===== config.mk =====
export PLATFORM = sky130hd
export DESIGN_NAME = cordic_batch_driver
export DESIGN_NICKNAME = d
export VERILOG_FILES = /design/src/rtl/cordic_batch_driver.sv
export SDC_FILE = /design/constraint.sdc
export NUM_CORES = 1
export LEC_CHECK = 0
export ABC_AREA = 0
export CORE_UTILIZATION = 45
export DETAILED_ROUTE_END_ITERATION = 12
export GPL_TIMING_DRIVEN = 0
export MAX_ROUTING_LAYER = met4
export PLACE_DENSITY = 0.66
export REMOVE_ABC_BUFFERS = 1
export SLEW_MARGIN = 20
export SYNTH_ARGS = -nofsm -noshare
export SYNTH_HDL_FRONTEND = slang
export SYNTH_SLANG_ARGS = --single-unit

===== constraint.sdc =====
create_clock -name clk -period 14.9 [get_ports clk]
set_input_delay 2.98 -clock clk [delete_from_list [all_inputs] [get_ports clk]]
set_output_delay 2.98 -clock clk [all_outputs]
set_load 0.01 [all_outputs]

===== src/rtl/cordic_batch_driver.sv =====
// cordic_batch_driver: streaming front end for a CORDIC_Arch2-style core.
// Commands are queued in a FIFO and issued one at a time through the
// begin/ready/acknowledge handshake. Each result, or a timeout marker when
// the core hangs, lands in a first-word fall-through result FIFO.
module cordic_batch_driver #(
  parameter int W       = 32,
  parameter int DW      = 4,
  parameter int TW      = 8,
  parameter int TIMEOUT = 200
) (
  input  logic         clk,
  input  logic         rst,
  input  logic         in_valid,
  output logic         in_ready,
  input  logic [W-1:0] in_angle,
  input  logic         in_op,
  input  logic [1:0]   in_region,
  output logic         core_beg,
  output logic         core_ack,
  output logic         core_operation,
  output logic [W-1:0] core_data_in,
  output logic [1:0]   core_shift_region,
  input  logic         core_ready,
  input  logic [W-1:0] core_data_out,
  input  logic         core_ovf,
  input  logic         core_unf,
  output logic         out_valid,
  input  logic         out_ready,
  output logic [W-1:0] out_data,
  output logic         out_ovf,
  output logic         out_unf,
  output logic         out_timeout,
  output logic         busy,
  output logic [7:0]   err_count
);

  localparam int            DEPTH    = 2 ** DW;
  localparam int            EW       = W + 3;
  localparam logic [DW:0]   FULL_CNT = (DW + 1)'(DEPTH);
  localparam logic [TW-1:0] TO_CNT   = TW'(TIMEOUT);

  typedef enum logic [1:0] {IDLE, START, WAIT, ACK} state_t;

  state_t        state;
  logic [TW-1:0] wait_cnt;

  logic [EW-1:0] cmd_mem [DEPTH];
  logic [DW-1:0] cmd_wr;
  logic [DW-1:0] cmd_rd;
  logic [DW:0]   cmd_cnt;
  logic [EW-1:0] res_mem [DEPTH];
  logic [DW-1:0] res_wr;
  logic [DW-1:0] res_rd;
  logic [DW:0]   res_cnt;

  logic          cmd_push;
  logic          cmd_pop;
  logic          res_push;
  logic          res_pop;
  logic          res_full;
  logic          res_err;
  logic [EW-1:0] cmd_head;
  logic [EW-1:0] res_head;
  logic [EW-1:0] res_wdata;

  // A command is only taken when a result slot is already free, so the
  // result push at the end of WAIT can never meet a full FIFO.
  assign in_ready  = (cmd_cnt != FULL_CNT);
  assign cmd_push  = in_valid && in_ready;
  assign res_full  = (res_cnt == FULL_CNT);
  assign cmd_pop   = (state == IDLE) && (cmd_cnt != '0) && !res_full;
  assign cmd_head  = cmd_mem[cmd_rd];

  // Real data always beats the timeout when both land on the same cycle.
  assign res_push  = (state == WAIT) && (core_ready || (wait_cnt == TO_CNT));
  assign res_wdata = core_ready ? {core_data_out, core_ovf, core_unf, 1'b0}
                                : {{W{1'b0}}, 3'b001};
  assign res_err   = |res_wdata[2:0];

  // The head is masked while empty so the outputs read zero after reset.
  assign out_valid   = (res_cnt != '0);
  assign res_pop     = out_valid && out_ready;
  assign res_head    = out_valid ? res_mem[res_rd] : '0;
  assign out_data    = res_head[EW-1:3];
  assign out_ovf     = res_head[2];
  assign out_unf     = res_head[1];
  assign out_timeout = res_head[0];
  assign busy        = (state != IDLE);

  // FIFO storage, written without reset since emptiness is tracked by counts.
  always_ff @(posedge clk) begin
    if (cmd_push) cmd_mem[cmd_wr] <= {in_angle, in_op, in_region};
    if (res_push) res_mem[res_wr] <= res_wdata;
  end

  // FIFO pointers, fill counts and the saturating error counter.
  always_ff @(posedge clk or negedge rst) begin
    if (!rst) begin
      cmd_wr    <= '0;
      cmd_rd    <= '0;
      cmd_cnt   <= '0;
      res_wr    <= '0;
      res_rd    <= '0;
      res_cnt   <= '0;
      err_count <= '0;
    end else begin
      if (cmd_push) cmd_wr <= cmd_wr + DW'(1);
      if (cmd_pop)  cmd_rd <= cmd_rd + DW'(1);
      cmd_cnt <= cmd_cnt + {{DW{1'b0}}, cmd_push} - {{DW{1'b0}}, cmd_pop};
      if (res_push) res_wr <= res_wr + DW'(1);
      if (res_pop)  res_rd <= res_rd + DW'(1);
      res_cnt <= res_cnt + {{DW{1'b0}}, res_push} - {{DW{1'b0}}, res_pop};
      if (res_push && res_err && (err_count != 8'hff)) err_count <= err_count + 8'd1;
    end
  end

  // Handshake sequencer with registered strobes and held operands.
  always_ff @(posedge clk or negedge rst) begin
    if (!rst) begin
      state             <= IDLE;
      wait_cnt          <= '0;
      core_beg          <= 1'b0;
      core_ack          <= 1'b0;
      core_operation    <= 1'b0;
      core_data_in      <= '0;
      core_shift_region <= '0;
    end else begin
      case (state)
        IDLE: begin
          if (cmd_pop) begin
            core_data_in      <= cmd_head[EW-1:3];
            core_operation    <= cmd_head[2];
            core_shift_region <= cmd_head[1:0];
            core_beg          <= 1'b1;
            state             <= START;
          end
        end
        START: begin
          core_beg <= 1'b0;
          wait_cnt <= '0;
          state    <= WAIT;
        end
        WAIT: begin
          if (res_push) begin
            core_ack <= 1'b1;
            state    <= ACK;
          end else begin
            wait_cnt <= wait_cnt + TW'(1);
          end
        end
        ACK: begin
          if (!core_ready) begin
            core_ack <= 1'b0;
            state    <= IDLE;
          end
        end
        default: state <= IDLE;
      endcase
    end
  end

endmodule


# Yosys cells after proc, flatten, opt, wreduce, memory -nomap -nowiden

Memories as Yosys holds them, arrays and structs flattened. A register that Yosys moved wholly into a read port is not among the register bits.
Cells that the tools add are included.

Equal/unequal tests: 11
Reduce and logical (&&, ||, !) cells: 23
Multiplexer cells: 17
$add $sub $neg: 10

Operators with widths:

| cell                  | number |
|---|---|
| $mux W35              | 2 |
| $add A4 B1 Y4 const B | 4 |
| $add A8 B1 Y8 const B | 2 |
| $pmux W8 S2           | 1 |
| $add A5 B1 Y5         | 2 |
| $reduce_bool A5 Y1    | 2 |
| $sub A5 B1 Y5         | 2 |
| $eq A8 B8 Y1 const B  | 1 |
| $mux W8               | 1 |
| $ne A2 B2 Y1 const B  | 4 |
| $ne A8 B8 Y1 const B  | 1 |
| $pmux W2 S4           | 1 |
| $reduce_bool A2 Y1    | 4 |
| $logic_and A1 B1 Y1   | 7 |
| $mux W1               | 7 |
| $mux W2               | 3 |
| $reduce_and A2 Y1     | 3 |
| $reduce_and A3 Y1     | 2 |
| $eq A5 B5 Y1 const B  | 1 |
| $ne A5 B5 Y1 const B  | 1 |
| $eq A2 B2 Y1 const B  | 2 |
| $pmux W1 S2           | 2 |
| $reduce_or A3 Y1      | 1 |
| $eq A2 B1 Y1 const B  | 1 |
| 3 further kinds       | 4 |

RAM bits: 1120
Bits in registers: 46
Memories: 2

Memories:

| memory  | words | width | rd ports | clocked after Yosys merged registers in | wr ports | RTL line | text |
|---|---|---|---|---|---|---|---|
| cmd_mem | 16    | 35    | 1        | 1                                       | 1        | 47       | `logic [EW-1:0] cmd_mem [DEPTH];` |
| res_mem | 16    | 35    | 1        | 0                                       | 1        | 51       | `logic [EW-1:0] res_mem [DEPTH];` |

# Logic depth before layout (Yosys ltp)

Depth in word-level cells: 5
Mapped depth: 16
Gate-level depth less buffers: 14

# Least setup slack after synthesis

Ideal clock, no wire load.

Path kind: in2reg
Start: input port in_valid
End: memory cmd_mem[0][0] (netlist bit) (enable)
Arrival: 6.766 ns
Cell stages on the path: 4
Path slack: 7.620 ns
Cell sequence: and2_1 clkbuf_1 inv_2 nor4_1

Cells in the longest elaborated chain, start to end: 3

RTL lines:

| what                          | RTL line | text |
|---|---|---|
| start, declared               | 13       | `input logic in_valid,` |
| $logic_and A1 B1 Y1           | 69       | `assign cmd_push = in_valid && in_ready;` |
| $mux W1                       | 92       | `if (cmd_push) cmd_mem[cmd_wr] <= {in_angle, in_op, in_region};` |
| $mux W1 (not written as such) | 92       |  |
| end, declared                 | 47       |  |

Every way passes these cells.

# Final worst setup path

Start: register res_rd[0]
End: output port out_data[4]

Cells in the longest elaborated chain, start to end: 2

RTL lines:

| what                   | RTL line | text |
|---|---|---|
| start, declared        | 53       | `logic [DW-1:0] res_rd;` |
| start signal, assigned | 111      | `if (res_pop) res_rd <= res_rd + DW'(1);` |
| $mem_v2 Z16 W35        | n/a      |  |
| $mux W35               | 83       | `assign res_head = out_valid ? res_mem[res_rd] : '0;` |
| end, declared          | 29       | `output logic [W-1:0] out_data,` |

Every way passes these cells.

==> flow_metrics.py <==
metrics = {
    "timing": {
        "holdWs_ns": 0.501,
        "max_freq_mhz": 146,
        "rsz0062_at_grt": "false",
        "fin_tns_setup_ns": 0,
        "setup_violations": 0,
        "hold_viol": 0,
        "finClkSkew_ns": 0.0208,
        "tightestPinTransition_ns": 0.938,
        "fin_ws_ns": 8.07,
        "finalCritPeriodShare_pct": 45.9,
        "slew_viol_final": 0,
        "max-slew-margin-rel_pct": 37.5,
        "min_period_ns": 6.83,
    },
    "setup_path": {
        "cpMaxStageDelayCell": "dfrtp_4",
        "path_cells": "buf_16, buf_16, buf_16, mux4_2, mux2i_1, o22ai_1, clkdlybuf4s50_1",
        "crit_fanout": 32,
        "slowest_delay_ns": 0.78,
        "cpLargestDelayFamily": "buffers and inverters",
        "crit_arrival_ns": 3.85,
        "critPathBufInv": 4,
        "cp.required_ns": 11.92,
        "cp-end-kind": "output pin",
        "crit_type": "reg2out",
        "worst_path_most_repeated_cell": "buf_16",
        "crit_path_start_kind": "flip-flop",
    },
    "cells_and_area": {
        "fin_area_sq_mm": 0.0551,
        "drive_gt1_share_pct": 26.1,
        "area_delta_synth_final_pct": 18.6,
        "final_nets": 2484,
    },
    "yosys": {
        "syn_area_per_cell_sq_um": 22.0,
        "ys_warn_count": 0,
        "synth_top_family_by_area": "multiplexers",
        "ys.flop_type": "edfxtp_1",
        "synthesis.instances": 2108,
        "synth_area_sq_mm": 0.0464,
        "synth_top_area_share_pct": 72.5,
        "synth.area.top_cells": "edfxtp_1 72%, mux4_2 14%, dfrtp_1 4.4%",
        "ys_async_sr_fraction_pct": 6.74,
        "synth_xor_area_share_pct": 0.566,
        "synth_most_common_cell": "edfxtp_1",
        "yosys-top-cells-count": "1120 x edfxtp_1, 280 x mux4_2, 107 x mux2i_1",
        "synth_seq_cells": 1201,
        "synth_fa_ha_area_share_pct": 0.868,
        "synth_compound_area_share_pct": 2.38,
        "synthMuxAreaShare_pct": 16.0,
        "synth-edff-count": 1120,
        "yosysUniqueCellTypes": 53,
        "synth-seq-area-share_pct": 76.8,
        "yosysTopAreaCell": "edfxtp_1",
        "synthSimpleGateAreaFrac_pct": 2.01,
    },
    "clocking": {
        "cts_setup_buffers": 0,
        "cts_tree": "done",
        "cts_buffer_depth": 3,
        "clk_latency_ns": 0.70,
        "clkTransAtPathRegs_ns": 0.06,
        "cts_hold_buf": 0,
        "cts_root_buffer": "clkbuf_16",
        "cts.repair.resized": 0,
        "cts_made_buffers": 116,
        "clkSinkCount": 1201,
        "htree_levels": 3,
    },
    "place": {
        "place_area_sq_mm": 0.0512,
        "port_buffers": 156,
        "place_ws_ns": 8.68,
        "place.gp.congestion": 0.737,
        "place_hpwl_um": 63500,
    },
    "detailed_routing": {
        "ant_nets": 0,
        "wl_per_cell_um": 26.6,
        "drt-total-wl_um": 102000,
        "dr_total_vias": 21900,
        "viasPerCell": 5.66,
        "drtPass1Iterations": 5,
        "drtIter0Drc": 1799,
        "drc": 0,
    },
    "floorplan": {
        "die_area_sq_mm": 0.104,
        "die_w_um": 323,
        "rows": 117,
        "fp.dieH_um": 323,
        "ios": 157,
        "initial_utilization_pct": 45.5,
        "fp.coreArea_sq_mm": 0.102,
    },
    "global_route": {
        "track_usage_pct": 20.6,
        "grt_pass1_wl_um": 151000,
        "grt_overflow": 0,
        "grt_max_degree": 51,
        "first_global_vias": 22800,
        "antenna_found_initial": 9,
    },
    "status": {
        "status": "complete, no violations",
    },
    "hold_path": {
        "hold_class": "reg2reg",
    },
    "power_and_ir_drop": {
        "powerDensity_mw_per_mm2": 186,
        "leakage_nw": 18.1,
        "finalPower_mw": 10.2,
        "irDropWorstVdd_mv": 0.118,
    },
    "run": {
        "max_cap_viol_count": 0,
    },
}
-- power breakdown --
part           switching (mW)  internal [mW]
Clock                    1.21           1.71
Combinational            1.54           1.54
Sequential              0.225           4.01
-- final cells by class --
| cell class | count | area [sq um] |
|---|---|---|
| Antenna cell | 11 | 27.5 |
| Clock buffer | 166 | 3310 |
| Clock inverter | 52 | 533 |
| Fill cell | 7658 | 47000 |
| Inverter | 30 | 113 |
| Multi-Input combinational cell | 761 | 10300 |
| Sequential cell | 1201 | 35700 |
| Tap cell | 1368 | 1710 |
| Timing Repair Buffer | 269 | 3360 |
-- metrics by stage --
step / instances / util, %
after floorplan: 1992 / -
after global placement: 3516 / 48.2
after detailed placement: 3629 / 50.2
after CTS: 3847 / 53.9
after global routing: 3855 / 54.0
final: 3858 / 54.0
-- state kept, by name, indices dropped and copies added (netlist names) --
signal,cells
res_rd,4
state,2
core_operation,1
cmd_wr,4
cmd_cnt,5
core_data_in,32
core_shift_region,2
res_cnt,5
err_count,8
wait_cnt,8
core_ack,1
cmd_mem,560
core_beg,1
cmd_rd,4
res_mem,560
res_wr,4
-- layer usage --
| layer | track usage [%] | share of wire, % | up-vias |
|---|---|---|---|
| li1 | - | - | 9376 |
| met1 | 25.9 | 40 | 11700 |
| met2 | 34.6 | 52 | 615 |
| met3 | 3.71 | 6.1 | 140 |
| met4 | 5.04 | 1.9 | 0 |
| met5 | - | 0 | - |
-- cell usage in the layout (no fill, tap or decap), drive strengths merged, types with 3 or more instances in the layout --
master / netlist / routed
nand2: 18 / 18
edfxtp: 1120 / 1120
nor2: 62 / 62
xor2: 15 / 15
nand4bb: 3 / 3
clkdlybuf4s50: 0 / 154
nor4: 5 / 5
a21o: 4 / 4
clkbuf: 59 / 166
mux2: 4 / 4
dfrtp: 81 / 81
nand4: 8 / 8
o21ai: 5 / 5
and3: 3 / 3
nand3: 5 / 5
nand2b: 5 / 5
mux4: 280 / 280
nor2b: 3 / 3
clkinv: 1 / 42
mux2i: 107 / 107
bufinv: 0 / 10
a21oi: 9 / 9
and2: 46 / 46
ha: 29 / 29
nor3: 9 / 9
a221oi: 35 / 35
buf: 57 / 115
xnor2: 15 / 15
diode: 0 / 11
o22ai: 70 / 70
inv: 29 / 29
-- kinds of logic (layout without fill, tap and decap cells) --
logic type / Yosys count / count (layout)
other cells: 0 / 11
xor+xnor: 30 / 30
simple gates: 177 / 177
buf+inv: 146 / 517
compound gates: 132 / 132
mux: 391 / 391
flops: 1201 / 1201
fa+ha+maj: 31 / 31
-- worst paths after layout --
path / startpoint / to / slack (ns) / cells past startpoint
worst max-delay path: res_rd[0] / out_data[4] / 8.07 / 7
worst min-delay path: err_count[6] / err_count[6] / 0.50 / 1
worst max register to register: state[0] / res_cnt[4] / 11.45 / 13
worst min register to register: err_count[6] / err_count[6] / 0.50 / 1
max in group asynchronous: rst / res_rd[0] / 11.92 / 2
min in group asynchronous: rst / core_data_in[24] / 2.23 / 1
No activity file was read; power rests on OpenSTA's default activity.
